<file path="src/rtl/alu_seq_if.sv">
// Handshake and operand/result bundle for the sequential ALU.
// The producer/consumer side uses master; the ALU itself uses slave.
interface alu_seq_if #(
    parameter int WIDTH = 8
) ();
    logic             in_valid;
    logic             in_ready;
    logic [WIDTH-1:0] a;
    logic [WIDTH-1:0] b;
    logic [2:0]       op;
    logic             out_valid;
    logic             out_ready;
    logic [WIDTH-1:0] out;
    logic             zero;
    logic             carry;
    logic             busy;

    modport master (
        output in_valid, a, b, op, out_ready,
        input  in_ready, out_valid, out, zero, carry, busy
    );

    modport slave (
        input  in_valid, a, b, op, out_ready,
        output in_ready, out_valid, out, zero, carry, busy
    );
endinterface

</file>
<file path="src/rtl/alu_seq.sv">
// Multi-cycle ALU: SUB/ADD/NAND in one cycle, SHL/SHR one bit per cycle,
// MUL by shift-add over WIDTH cycles. Results and flags are held until accepted.
module alu_seq #(
    parameter int WIDTH = 8
) (
    input  logic       clk,
    input  logic       reset,
    alu_seq_if.slave   bus
);
    localparam int SW = $clog2(WIDTH);
    localparam int CW = SW + 1;

    localparam logic [2:0] OP_SUB  = 3'd0;
    localparam logic [2:0] OP_ADD  = 3'd1;
    localparam logic [2:0] OP_NAND = 3'd2;
    localparam logic [2:0] OP_SHL  = 3'd3;
    localparam logic [2:0] OP_SHR  = 3'd4;
    localparam logic [2:0] OP_MUL  = 3'd5;

    localparam logic [CW-1:0] CNT_ONE = CW'(1);
    localparam logic [CW-1:0] CNT_MUL = CW'(WIDTH);

    typedef enum logic [1:0] {
        S_IDLE = 2'd0,
        S_BUSY = 2'd1,
        S_DONE = 2'd2
    } state_t;

    state_t             state_q, state_d;
    logic [WIDTH-1:0]   a_q, a_d;
    logic [2:0]         op_q, op_d;
    logic [CW-1:0]      cnt_q, cnt_d;
    logic [2*WIDTH-1:0] acc_q, acc_d;
    logic [WIDTH-1:0]   out_q, out_d;
    logic               zero_q, zero_d;
    logic               carry_q, carry_d;
    logic               in_ready_q;
    logic               out_valid_q;
    logic               busy_q;

    logic [WIDTH:0]     sum_s;
    logic [WIDTH:0]     diff_s;
    logic [WIDTH:0]     mul_hi_s;
    logic [2*WIDTH-1:0] mul_next_s;
    logic [WIDTH-1:0]   shl_next_s;
    logic [WIDTH-1:0]   shr_next_s;
    logic [SW-1:0]      shamt_s;
    logic               last_s;

    assign sum_s      = {1'b0, bus.a} + {1'b0, bus.b};
    assign diff_s     = {1'b0, bus.b} - {1'b0, bus.a};
    // acc holds {partial product high, remaining multiplier bits}; add then shift right.
    assign mul_hi_s   = {1'b0, acc_q[2*WIDTH-1:WIDTH]} + (acc_q[0] ? {1'b0, a_q} : {(WIDTH+1){1'b0}});
    assign mul_next_s = {mul_hi_s, acc_q[WIDTH-1:1]};
    assign shl_next_s = {acc_q[WIDTH-2:0], 1'b0};
    assign shr_next_s = {1'b0, acc_q[WIDTH-1:1]};
    assign shamt_s    = bus.a[SW-1:0];
    assign last_s     = (cnt_q == CNT_ONE);

    // Next-state and datapath updates for IDLE/BUSY/DONE.
    always_comb begin
        state_d = state_q;
        a_d     = a_q;
        op_d    = op_q;
        cnt_d   = cnt_q;
        acc_d   = acc_q;
        out_d   = out_q;
        zero_d  = zero_q;
        carry_d = carry_q;
        case (state_q)
            S_IDLE: begin
                if (bus.in_valid) begin
                    a_d  = bus.a;
                    op_d = bus.op;
                    case (bus.op)
                        OP_SUB: begin
                            out_d   = diff_s[WIDTH-1:0];
                            carry_d = ~diff_s[WIDTH];
                            zero_d  = ~|out_d;
                            state_d = S_DONE;
                        end
                        OP_ADD: begin
                            out_d   = sum_s[WIDTH-1:0];
                            carry_d = sum_s[WIDTH];
                            zero_d  = ~|out_d;
                            state_d = S_DONE;
                        end
                        OP_NAND: begin
                            out_d   = ~(bus.a & bus.b);
                            carry_d = 1'b0;
                            zero_d  = ~|out_d;
                            state_d = S_DONE;
                        end
                        OP_SHL, OP_SHR: begin
                            acc_d = {{WIDTH{1'b0}}, bus.b};
                            cnt_d = {1'b0, shamt_s};
                            if (shamt_s == {SW{1'b0}}) begin
                                out_d   = bus.b;
                                carry_d = 1'b0;
                                zero_d  = ~|out_d;
                                state_d = S_DONE;
                            end else begin
                                state_d = S_BUSY;
                            end
                        end
                        OP_MUL: begin
                            acc_d   = {{WIDTH{1'b0}}, bus.b};
                            cnt_d   = CNT_MUL;
                            state_d = S_BUSY;
                        end
                        default: begin
                            out_d   = {WIDTH{1'b0}};
                            carry_d = 1'b0;
                            zero_d  = 1'b1;
                            state_d = S_DONE;
                        end
                    endcase
                end else begin
                    state_d = S_IDLE;
                end
            end
            S_BUSY: begin
                cnt_d = cnt_q - CNT_ONE;
                case (op_q)
                    OP_SHL: begin
                        acc_d = {{WIDTH{1'b0}}, shl_next_s};
                        if (last_s) begin
                            out_d   = shl_next_s;
                            carry_d = acc_q[WIDTH-1];
                            zero_d  = ~|out_d;
                            state_d = S_DONE;
                        end else begin
                            state_d = S_BUSY;
                        end
                    end
                    OP_SHR: begin
                        acc_d = {{WIDTH{1'b0}}, shr_next_s};
                        if (last_s) begin
                            out_d   = shr_next_s;
                            carry_d = acc_q[0];
                            zero_d  = ~|out_d;
                            state_d = S_DONE;
                        end else begin
                            state_d = S_BUSY;
                        end
                    end
                    OP_MUL: begin
                        acc_d = mul_next_s;
                        if (last_s) begin
                            out_d   = mul_next_s[WIDTH-1:0];
                            carry_d = |mul_next_s[2*WIDTH-1:WIDTH];
                            zero_d  = ~|out_d;
                            state_d = S_DONE;
                        end else begin
                            state_d = S_BUSY;
                        end
                    end
                    default: begin
                        out_d   = {WIDTH{1'b0}};
                        carry_d = 1'b0;
                        zero_d  = 1'b1;
                        state_d = S_DONE;
                    end
                endcase
            end
            S_DONE: begin
                if (bus.out_ready) begin
                    state_d = S_IDLE;
                end else begin
                    state_d = S_DONE;
                end
            end
            default: begin
                state_d = S_IDLE;
            end
        endcase
    end

    // State, datapath and registered handshake/status outputs.
    always_ff @(posedge clk) begin
        if (reset) begin
            state_q     <= S_IDLE;
            a_q         <= {WIDTH{1'b0}};
            op_q        <= 3'd0;
            cnt_q       <= {CW{1'b0}};
            acc_q       <= {(2*WIDTH){1'b0}};
            out_q       <= {WIDTH{1'b0}};
            zero_q      <= 1'b0;
            carry_q     <= 1'b0;
            in_ready_q  <= 1'b1;
            out_valid_q <= 1'b0;
            busy_q      <= 1'b0;
        end else begin
            state_q     <= state_d;
            a_q         <= a_d;
            op_q        <= op_d;
            cnt_q       <= cnt_d;
            acc_q       <= acc_d;
            out_q       <= out_d;
            zero_q      <= zero_d;
            carry_q     <= carry_d;
            in_ready_q  <= (state_d == S_IDLE);
            out_valid_q <= (state_d == S_DONE);
            busy_q      <= (state_d == S_BUSY);
        end
    end

    assign bus.in_ready  = in_ready_q;
    assign bus.out_valid = out_valid_q;
    assign bus.busy      = busy_q;
    assign bus.out       = out_q;
    assign bus.zero      = zero_q;
    assign bus.carry     = carry_q;
endmodule

</file>
<file path="src/flat_wrapper.sv">
// flat-port wrapper written by rule: the top's interface ports become plain ports
module alu_seq_flat 
#(
    parameter int WIDTH = 8
)
  (clk, reset, bus_in_valid, bus_a, bus_b, bus_op, bus_out_ready, bus_in_ready, bus_out_valid, bus_out, bus_zero, bus_carry, bus_busy);
  alu_seq_if #(.WIDTH(WIDTH)) bus_i ();
  input  logic clk;
  input  logic reset;
  input wire logic [$bits(bus_i.in_valid)-1:0] bus_in_valid;
  input wire logic [$bits(bus_i.a)-1:0] bus_a;
  input wire logic [$bits(bus_i.b)-1:0] bus_b;
  input wire logic [$bits(bus_i.op)-1:0] bus_op;
  input wire logic [$bits(bus_i.out_ready)-1:0] bus_out_ready;
  output wire logic [$bits(bus_i.in_ready)-1:0] bus_in_ready;
  output wire logic [$bits(bus_i.out_valid)-1:0] bus_out_valid;
  output wire logic [$bits(bus_i.out)-1:0] bus_out;
  output wire logic [$bits(bus_i.zero)-1:0] bus_zero;
  output wire logic [$bits(bus_i.carry)-1:0] bus_carry;
  output wire logic [$bits(bus_i.busy)-1:0] bus_busy;
  assign bus_i.in_valid = bus_in_valid;
  assign bus_i.a = bus_a;
  assign bus_i.b = bus_b;
  assign bus_i.op = bus_op;
  assign bus_i.out_ready = bus_out_ready;
  assign bus_in_ready = bus_i.in_ready;
  assign bus_out_valid = bus_i.out_valid;
  assign bus_out = bus_i.out;
  assign bus_zero = bus_i.zero;
  assign bus_carry = bus_i.carry;
  assign bus_busy = bus_i.busy;
  alu_seq #(.WIDTH(WIDTH)) u_core (.clk(clk), .reset(reset), .bus(bus_i));
endmodule
</file>
<file path="config.mk">
export PLATFORM = sky130hd
export DESIGN_NAME = alu_seq_flat
export DESIGN_NICKNAME = d
export VERILOG_FILES = /design/src/rtl/alu_seq_if.sv /design/src/rtl/alu_seq.sv /design/src/flat_wrapper.sv
export SDC_FILE = /design/constraint.sdc
export NUM_CORES = 1
export LEC_CHECK = 0
export ABC_CLOCK_PERIOD_IN_PS = 2400
export CAP_MARGIN = 20
export CORE_MARGIN = 5
export CORE_UTILIZATION = 53
export CTS_BUF_LIST = sky130_fd_sc_hd__clkbuf_8 sky130_fd_sc_hd__clkbuf_16
export CTS_CLUSTER_DIAMETER = 150
export DETAILED_ROUTE_END_ITERATION = 8
export MAX_ROUTING_LAYER = met4
export PLACE_DENSITY_LB_ADDON = 0.2
export SLEW_MARGIN = 10
export SYNTH_ARGS = -nofsm -noshare
export SYNTH_HDL_FRONTEND = slang
export SYNTH_SLANG_ARGS = --single-unit
</file>
<file path="constraint.sdc">
create_clock -name clk -period 2.4 [get_ports clk]
set_clock_uncertainty 0.05 [all_clocks]
set_input_delay 0.24 -clock clk [delete_from_list [all_inputs] [get_ports clk]]
set_output_delay 0.24 -clock clk [all_outputs]
set_load 0.01 [all_outputs]
</file>
==> summary.txt, run 1 <==
outcome: complete, but fails checks
failing checks: negative setup slack
gr usage total: 0.2908
Slowest cell on crit path: a2111o_1
hold depth: 4
Iter 0 DRT Violations: 401
number of CTS-inserted buffers: 5
Post-synth EDFFs: 0
sequential area share after synthesis: 0.2427
chip height: 94.61 um
Max stage delay on crit path: 0.43 ns
Synth top area share: 0.2427
CP Data Arrival Time: 2.54 ns
Slew @ Worst Pin: 0.5128 ns
Slew headroom: 0.6581
Final Setup Violations: 1
Slew Viols, Final: 0
number of global-route vias before repair: 4080
#FFs+latches synth: 46
RSZ-0062 raised after global routing: yes
initial antenna violation count: 0
# rows: 30
yosys warns: 0
I/O Buffers: 35
Final TNS setup: -0.003848 ns
Cells after Synth: 501
largest net degree at the start of global routing: 32
Max Cap Viol: 0
Distinct cells, synth: 72
gp weighted congestion: 0.9745
area leader, netlist: dfxtp_1
VDD IR max: 0.0003646 V
first-pass GRT wire length: 19800 um
fin crit period: 2.404 ns
Vias/cell: 6.069
grt total ovfl: 0
H-tree depth: 2
per-cell routed wire length: 17.69 um
Mean Syn Cell Area: 7.572 um2
final worst setup slack: -0.003848 ns
final WL: 12330 um
ys flop type: dfxtp_1
CTS Hold Bufs: 0
die area: 0.008950 mm2
Hold Violations, Final: 0
Setup Crit Path Kind: flop to flop
R2R Setup Slk: -0.004 ns
worst min-delay path class: input pin to flop
Clock Sinks: 46
Worst setup SP type: flop
Worst setup EP type: flop
pwr dens: 461.0 mW/mm2
layout cells sized above 1: 0.2496
Peak Freq: 416.0 MHz
Area Overhead vs Synth: 35.09%
FILL cells: 557
first drt pass iteration count: 5
Synth area leaders: dfxtp_1 (24%), ha_1 (8.6%), nor2_1 (5.7%)
Remaining DRCs: 0
Final Cycle Share: 1.002
synthesized net count: 553
CTS clock-pin slew for the worst setup and hold paths: 0.09 ns
worst r2r path cells: 9
CP Data Required Time: 2.54 ns
fraction of registers with async set/reset: 0
crit-path cells: and2_4, ha_4, fa_2, xor2_2, nor3_2, o21ai_1, a2111o_1, nor4_2, o22ai_1
Leak Pwr: 0.002094 uW
TritonCTS clock tree: yes
Synth Cell Area: 0.003794 mm2
Worst-Skew Late Latency: 0.31 ns
Max Fanout on Critical Path: 3
CTS max path bufs: 2
CTS root buf: clkbuf_8
area of the core: 0.006869 mm2
routed via count: 4230
Inserted Diodes: 0
Util after Layout: 0.7461
Die X: 94.61 um
detailed placement HPWL: 9505 um
Final nets: 652
IO Count: 36
Initial Util: 0.5523
DRT antenna net count: 0
-- metal layers --
layer  vias up  global-route usage  wire, um
li1       2029                   -         -
met3        27             0.05418      1024
met5         -                   -         0
met2       197              0.4504      5716
met4         0             0.08293       233
met1      1977              0.3872      5359
-- stage by stage --
| step | cells | instance area, um2 | setup slack [ns] | hold slack, ns | total power [uW] |
|---|---|---|---|---|---|
| after floorplan | 501 | 3796 | 0.03949 | 0.3260 | 1338 |
| after global placement | 688 | 4803 | -0.4554 | 0.3939 | 1705 |
| after detailed placement | 688 | 4803 | -0.4655 | 0.3970 | 1719 |
| after CTS | 696 | 4972 | -0.004540 | 0.4081 | 2313 |
| after global routing | 697 | 5125 | -0.1127 | 0.3131 | 2489 |
| final | 697 | 5125 | -0.003848 | 0.3020 | 2363 |
-- cell families (layout without fill, tap and decap cells) --
family,Yosys count,after routing,share of synthesized area
AO/OA/AOI/OAI,165,165,0.3090
XOR/XNOR,15,15,0.03661
adder cells (fa/ha/maj),29,29,0.1016
buffers and inverters,55,155,0.05871
flip-flops,46,46,0.2427
multiplexers,4,4,0.01154
AND/OR/NAND/NOR,187,187,0.2398
-- sequential cells by signal, indices dropped and copies added, names as in the netlist --
register	flops
u_core.a_q	8
u_core.acc_q	16
u_core.bus.busy	1
u_core.bus.carry	1
u_core.bus.in_ready	1
u_core.bus.out	8
u_core.bus.out_valid	1
u_core.bus.zero	1
u_core.cnt_q	4
u_core.op_q	3
u_core.state_q	2
-- layout by cell type (no fill, tap or decap), drive strengths merged, types with 7 or more instances in the layout --
cell type / instances
nor2b: 13
inv: 22
o21ai: 31
a211oi: 13
nor2: 58
and2: 11
nand2: 49
nand2b: 9
clkbuf: 8
clkdlybuf4s50: 23
ha: 26
nor3: 16
a22oi: 13
a221oi: 10
o21bai: 7
a311oi: 8
dfxtp: 46
buf: 89
a21oi: 39
xnor2: 9
a31oi: 7
-- synth_stat cells (5+ instances only) --
cell type,n
nor2_1,58
nand2_1,49
dfxtp_1,46
a21oi_1,39
o21ai_0,27
ha_1,26
inv_1,21
clkbuf_1,20
nor3_1,16
a22oi_1,13
nor2b_1,13
a211oi_1,12
and2_1,11
buf_2,10
a221oi_1,9
nand2b_1,9
xnor2_1,9
a311oi_1,8
a31oi_1,7
o21bai_1,7
nor4_1,6
xor2_1,5
-- critical path: cells and delay by family (launching register included) --
family / cells / cell delay, ns
adders and majority gates: 2 / 0.55
AOI/OAI and AO/OA: 3 / 0.61
and+or+nand+nor: 3 / 0.58
DFF: 1 / 0.33
xor gates and xnor gates: 1 / 0.17
-- worst paths after layout --
kind,start,to
hold reg to reg,u_core.a_q[5]$_SDFFE_PP0P_,u_core.a_q[5]$_SDFFE_PP0P_
setup reg to reg,u_core.a_q[0]$_SDFFE_PP0P_,u_core.bus.carry$_SDFFE_PP0P_
hold / removal,bus_a[5],u_core.a_q[5]$_SDFFE_PP0P_
setup / recovery,u_core.a_q[0]$_SDFFE_PP0P_,u_core.bus.carry$_SDFFE_PP0P_
-- repair_timing --
action                                  4_1_cts  5_1_grt
endpoints found under the setup margin        7        5
pin swaps                                     6       22
setup buffers                                 0        1
resized for setup                            21       42
-- final cells by class --
class | count | area (um2) | area share
Multi-Input combinational cell | 400 | 2854 | 0.5569
Inverter | 23 | 86.33 | 0.01685
Tap cell | 96 | 120.1 | 0.02344
Clock buffer | 5 | 68.82 | 0.01343
Timing Repair Buffer | 124 | 1033 | 0.2017
Clock inverter | 3 | 40.04 | 0.007812
Sequential cell | 46 | 922.1 | 0.1799
-- power breakdown --
part           internal [uW]  total [uW]  switching, uW
Clock                    307         589            282
Combinational            436         905            468
Sequential               819         869           49.9
(Power assumes the default switching activity.)
==> inputs of run 2 (changes only) <==
--- a/constraint.sdc
+++ b/constraint.sdc
@@ -3,3 +3,3 @@
 set_input_delay 0.24 -clock clk [delete_from_list [all_inputs] [get_ports clk]]
 set_output_delay 0.24 -clock clk [all_outputs]
-set_load 0.01 [all_outputs]
+set_load 0.1 [all_outputs]
==> run 2 against run 1 <==
  * The run now ends clean
  * Critical endpoint unchanged
  * Critical path depth stayed put
  * Combinational power up 18%
  * Maximum frequency grew 2.3%
  * Non-clock buffer count increased by 11
  * Critical path type unchanged
  * Setup slack improved by 0.054 ns
==> summary.txt, run 2 (same netlist as run 1, synthesis figures left out) <==
CP Data Arrival Time: 2.48 ns
first-pass GRT wire length: 20700 um
per-cell routed wire length: 18.18 um
most flop-heavy register: u_core.acc_q
commonest non-fill, non-tap cell in the layout: buf_4
pwr dens: 487.0 mW/mm2
Switching Fraction: 0.3804
Peak Freq: 425.5 MHz
power share of the clock group: 0.231
IO Count: 36
max FFs per register: 16
TritonCTS clock tree: yes
Worst setup EP type: flop
grt met2 use: 0.4668
Seq. cell area: 923.4 um2
Slew headroom: 0.4645
Leak Pwr: 0.002180 uW
Max stage delay on crit path: 0.40 ns
GRT Max-Usage Layer: met2
number of CTS-inserted buffers: 5
Pwr Total: 2524 uW
Final Setup Violations: 0
Seq pwr share: 0.345
Slew Viols, Final: 0
Max Fanout on Critical Path: 3
CTS Hold Bufs: 0
largest net degree at the start of global routing: 26
FILL cells: 566
Iter 0 DRT Violations: 485
Final Cycle Share: 0.9793
area taken by multi-input logic gates: 0.002845 mm2
Vias/cell: 6.277
Final nets: 663
I/O Buffers: 35
crit-path cells: and2_4, ha_4, fa_2, a21o_1, a21oi_2, xnor2_2, a2111o_1, nor4_2, o22ai_1
gr usage total: 0.3009
Util after Layout: 0.7545
NetSw: 960.1 uW
layout cells sized above 1: 0.2876
internal power: 1564 uW
first drt pass iteration count: 5
initial antenna violation count: 0
VDD IR max: 0.0003238 V
CP Data Required Time: 2.53 ns
outcome: completed
Clock Sinks: 46
commonest non-fill, non-tap cells in the layout: buf_4 (109), nor2_1 (57), nand2_1 (49)
grt total ovfl: 0
CP top delay family: compound AO/OA/AOI/OAI gates
# rows: 30
worst hold margin: 0.2996 ns
Area Overhead vs Synth: 36.61%
area of the core: 0.006869 mm2
routed via count: 4444
number of global-route vias before repair: 4273
Setup Crit Path Kind: flop to flop
Worst-Skew Late Latency: 0.30 ns
H-tree depth: 2
worst min-delay path class: input pin to flop
die area: 0.008950 mm2
CTS root buf: clkbuf_8
fin crit period: 2.350 ns
Hold Violations, Final: 0
combinational share of power: 0.425
Slew @ Worst Pin: 0.8008 ns
GR Util met3: 0.04064
Inserted Diodes: 0
RSZ-0062 raised after global routing: yes
Slowest cell on crit path: a2111o_1
CTS clock-pin slew for the worst setup and hold paths: 0.09 ns
detailed placement HPWL: 9761 um
Worst setup SP type: flop
chip height: 94.61 um
Buf/Inv on CP: 0
Initial Util: 0.5523
Die X: 94.61 um
DRT antenna net count: 0
final WL: 12870 um
CTS max path bufs: 2
Remaining DRCs: 0
GR Util met1: 0.3966
Max Cap Viol: 0
gp weighted congestion: 0.9798
run 2: final timing paths:
path / cells past startpoint / start / to / slack (ns)
setup / recovery: 9 / u_core.acc_q[0]$_SDFFE_PP0P_ / u_core.bus.carry$_SDFFE_PP0P_ / 0.05
hold / removal: 4 / bus_a[5] / u_core.a_q[5]$_SDFFE_PP0P_ / 0.30
setup reg to reg: 9 / u_core.acc_q[0]$_SDFFE_PP0P_ / u_core.bus.carry$_SDFFE_PP0P_ / 0.05
hold reg to reg: 2 / u_core.a_q[3]$_SDFFE_PP0P_ / u_core.a_q[3]$_SDFFE_PP0P_ / 0.41
run 2: power by group through the flow:
stage               clock network, uW  logic, uW  registers [uW]
floorplan                           0        460            1030
global placement                    0        984             880
detailed placement                  0        997             883
CTS                               584       1030             865
global route                      616       1150             875
finish                            582       1070             870
run 2: through the flow:
step	instance area, um2	worst slack, ns	cells	TNS [ns]
after floorplan	3796	0.03949	501	0
after global routing	5182	-0.07238	708	-0.1078
after CTS	5035	-0.01550	704	-0.02643
after global placement	4823	-0.4566	695	-2.840
final	5182	0.04976	708	0
after detailed placement	4823	-0.5448	695	-3.286
run 2: what timing repair did:
action,CTS,global route
pin swaps,6,16
endpoints found under the setup margin,7,7
resized for setup,24,34
setup buffers,1,4
run 2: worst reg2reg max path: cells and delay by family (launching register included):
family,cells,cell delay (ns)
xor+xnor,1,0.10
simple gates,2,0.31
flops,1,0.35
fa+ha+maj,2,0.53
compound gates,4,0.88
run 2: cell type report:
type | count | area share
clock inverter | 3 | 0.007726
clock buffer | 5 | 0.01328
tap | 96 | 0.02318
sequential | 46 | 0.1782
timing repair buffer | 135 | 0.2120
multi-input combinational | 400 | 0.5490
inverter | 23 | 0.01666
run 2: metal layers:
| metal | vias to the layer above | part of all wire | routed length, um |
|---|---|---|---|
| met5 | - | 0 | 0 |
| met4 | 0 | 0.035 | 456 |
| met3 | 55 | 0.084 | 1077 |
| met2 | 241 | 0.45 | 5849 |
| met1 | 2101 | 0.43 | 5487 |
| li1 | 2047 | - | - |
==> inputs of run 3 (changes only) <==
- ABC_CLOCK_PERIOD_IN_PS: 2400 -> 2800
- CORE_UTILIZATION: 53 -> 60
- clock period: 2.4 -> 2.8 ns (I/O delays scaled with it)
==> run 3 against run 2 <==
  * Sequential power decreased by 14%
  * Setup slack lost 0.023 ns
  * Global-route usage barely moved
  * Utilization is 1.8 points lower
  * Sequential share of layout area grew 2.2 points
  * Non-clock buffer count down 49
  * Critical path type is now input pin to flop
==> summary.txt, run 3 (same netlist as run 1, synthesis figures left out) <==
chip height: 89.52 um
number of CTS-inserted buffers: 5
grt total ovfl: 0
Final Non-Filler Cells: 640
per-cell routed wire length: 18.09 um
Peak Freq: 360.6 MHz
Slew headroom: 0.5435
I/O Buffers: 35
pwr dens: 448.4 mW/mm2
Iter 0 DRT Violations: 504
first drt pass iteration count: 5
Final TNS setup: 0 ns
outcome: completed
Util after Layout: 0.7364
Hold Violations, Final: 0
Worst setup EP type: flop
hold depth: 2
Leak Pwr: 0.001861 uW
reg2reg end: u_core.bus.carry$_SDFFE_PP0P_
die area: 0.008013 mm2
CTS Hold Bufs: 0
worst min-delay path class: flop to flop
Post-DP Area: 0.004447 mm2
CTS max path bufs: 2
gr usage total: 0.3012
Final nets: 614
Buf/Inv on CP: 2
HP Start: u_core.a_q[6]$_SDFFE_PP0P_
Worst setup SP type: input pin
H-tree depth: 2
Initial Util: 0.6079
crit-path cells: clkdlybuf4s50_1, ha_1, nand2b_1, a2111oi_4, buf_4, o41a_1, and2_1, a41oi_2, a2111oi_2
TritonCTS clock tree: yes
fin crit period: 2.774 ns
Worst-Skew Late Latency: 0.30 ns
CP Data Required Time: 2.95 ns
R2R Setup Slk: 0.21 ns
routed via count: 4163
Final Setup Violations: 0
commonest non-fill, non-tap cell in the layout: buf_4
Inserted Diodes: 0
detailed placement HPWL: 8823 um
Setup Crit Path Kind: input pin to flop
IO Count: 36
dpl cells: 631
Vias/cell: 6.505
CP top delay family: compound AO/OA/AOI/OAI gates
Die X: 89.52 um
initial antenna violation count: 0
first-pass GRT wire length: 18290 um
Area Overhead vs Synth: 21.14%
# rows: 29
Max Fanout on Critical Path: 5
Clock Sinks: 46
Final Cycle Share: 0.9906
Max Cap Viol: 0
max FFs per register: 16
post-route cell area: 0.004596 mm2
Slew Viols, Final: 0
CTS clock-pin slew for the worst setup and hold paths: 0.09 ns
DRT antenna net count: 0
worst r2r path cells: 9
Reg2Reg Launch Point: u_core.a_q[0]$_SDFFE_PP0P_
Slowest cell on crit path: clkdlybuf4s50_1
most flop-heavy register: u_core.acc_q
gp weighted congestion: 1.042
Remaining DRCs: 0
CP Data Arrival Time: 2.92 ns
Slew @ Worst Pin: 0.6827 ns
area of the core: 0.006241 mm2
Max stage delay on crit path: 0.63 ns
commonest non-fill, non-tap cells in the layout: buf_4 (64), nor2_1 (58), nand2_1 (49)
Hold EP: u_core.a_q[6]$_SDFFE_PP0P_
CTS root buf: clkbuf_8
largest net degree at the start of global routing: 25
number of global-route vias before repair: 3866
final WL: 11580 um
layout cells sized above 1: 0.1616
VDD IR max: 0.0003345 V
## run 3: cell count changes in the layout (fill, tap and decap cells not counted), sizes merged, moves of 3 or more
cell,delta
buf,-49
clkdlybuf4s50,+10
dlymetal6s2s,-5
dlygate4sd2,-3
## run 3: worst register-to-register path, delay by kind of cell (launching register included)
kind	cells	cell delay, ns
AOI/OAI and AO/OA	4	0.89
xor gates and xnor gates	1	0.10
adders and majority gates	2	0.65
DFF	1	0.32
and+or+nand+nor	2	0.45
## run 3: metal layers
layer	track usage	vias to the layer above	wire (um)
met2	0.4675	248	5269
met1	0.3867	1915	4731
met4	0.1177	0	421
met5	-	-	0
met3	0.05622	47	1152
li1	-	1953	-
## run 3: worst max path at each step
stage	start	end	slack [ns]	depth (start not counted)
2_1_floorplan	u_core.acc_q[0]$_SDFFE_PP0P_	u_core.bus.carry$_SDFFE_PP0P_	0.38	10
3_3_place_gp	bus_b[0]	u_core.bus.zero$_SDFFE_PP0P_	-0.08	10
3_5_place_dp	bus_b[0]	u_core.bus.zero$_SDFFE_PP0P_	-0.25	10
4_1_cts	bus_b[0]	u_core.bus.zero$_SDFFE_PP0P_	0.03	10
5_1_grt	bus_b[1]	u_core.bus.zero$_SDFFE_PP0P_	-0.05	9
6_report	bus_b[1]	u_core.bus.zero$_SDFFE_PP0P_	0.03	9
## run 3: where the power goes
part           total, uW  switching, uW  internal (uW)
Clock                514            246            268
Combinational        802            506            296
Sequential           745           43.3            702
Total               2060            795           1270
## run 3: cell type report
cell class	count	area (um2)
multi-input combinational	400	2676
fill	524	1645
clock buffer	5	68.82
sequential	46	920.9
clock inverter	3	43.79
tap	77	96.34
inverter	23	86.33
timing repair buffer	86	703.2
## run 3: repair_timing
action | CTS | global route
setup endpoints to repair | 0 | 1
resized for setup | 0 | 5
endpoints found under the hold margin | 0 | 0
buffers inserted | 0 | 1
## run 3: per-stage QoR
stage	worst slack (ns)	hold slack (ns)	power (uW)
after detailed placement	-0.2516	0.4033	1528
final	0.02646	0.4113	2061
after global placement	-0.08372	0.3955	1508
after CTS	0.03059	0.4166	2038
after floorplan	0.3804	0.3660	1277
after global routing	-0.04729	0.4268	2158
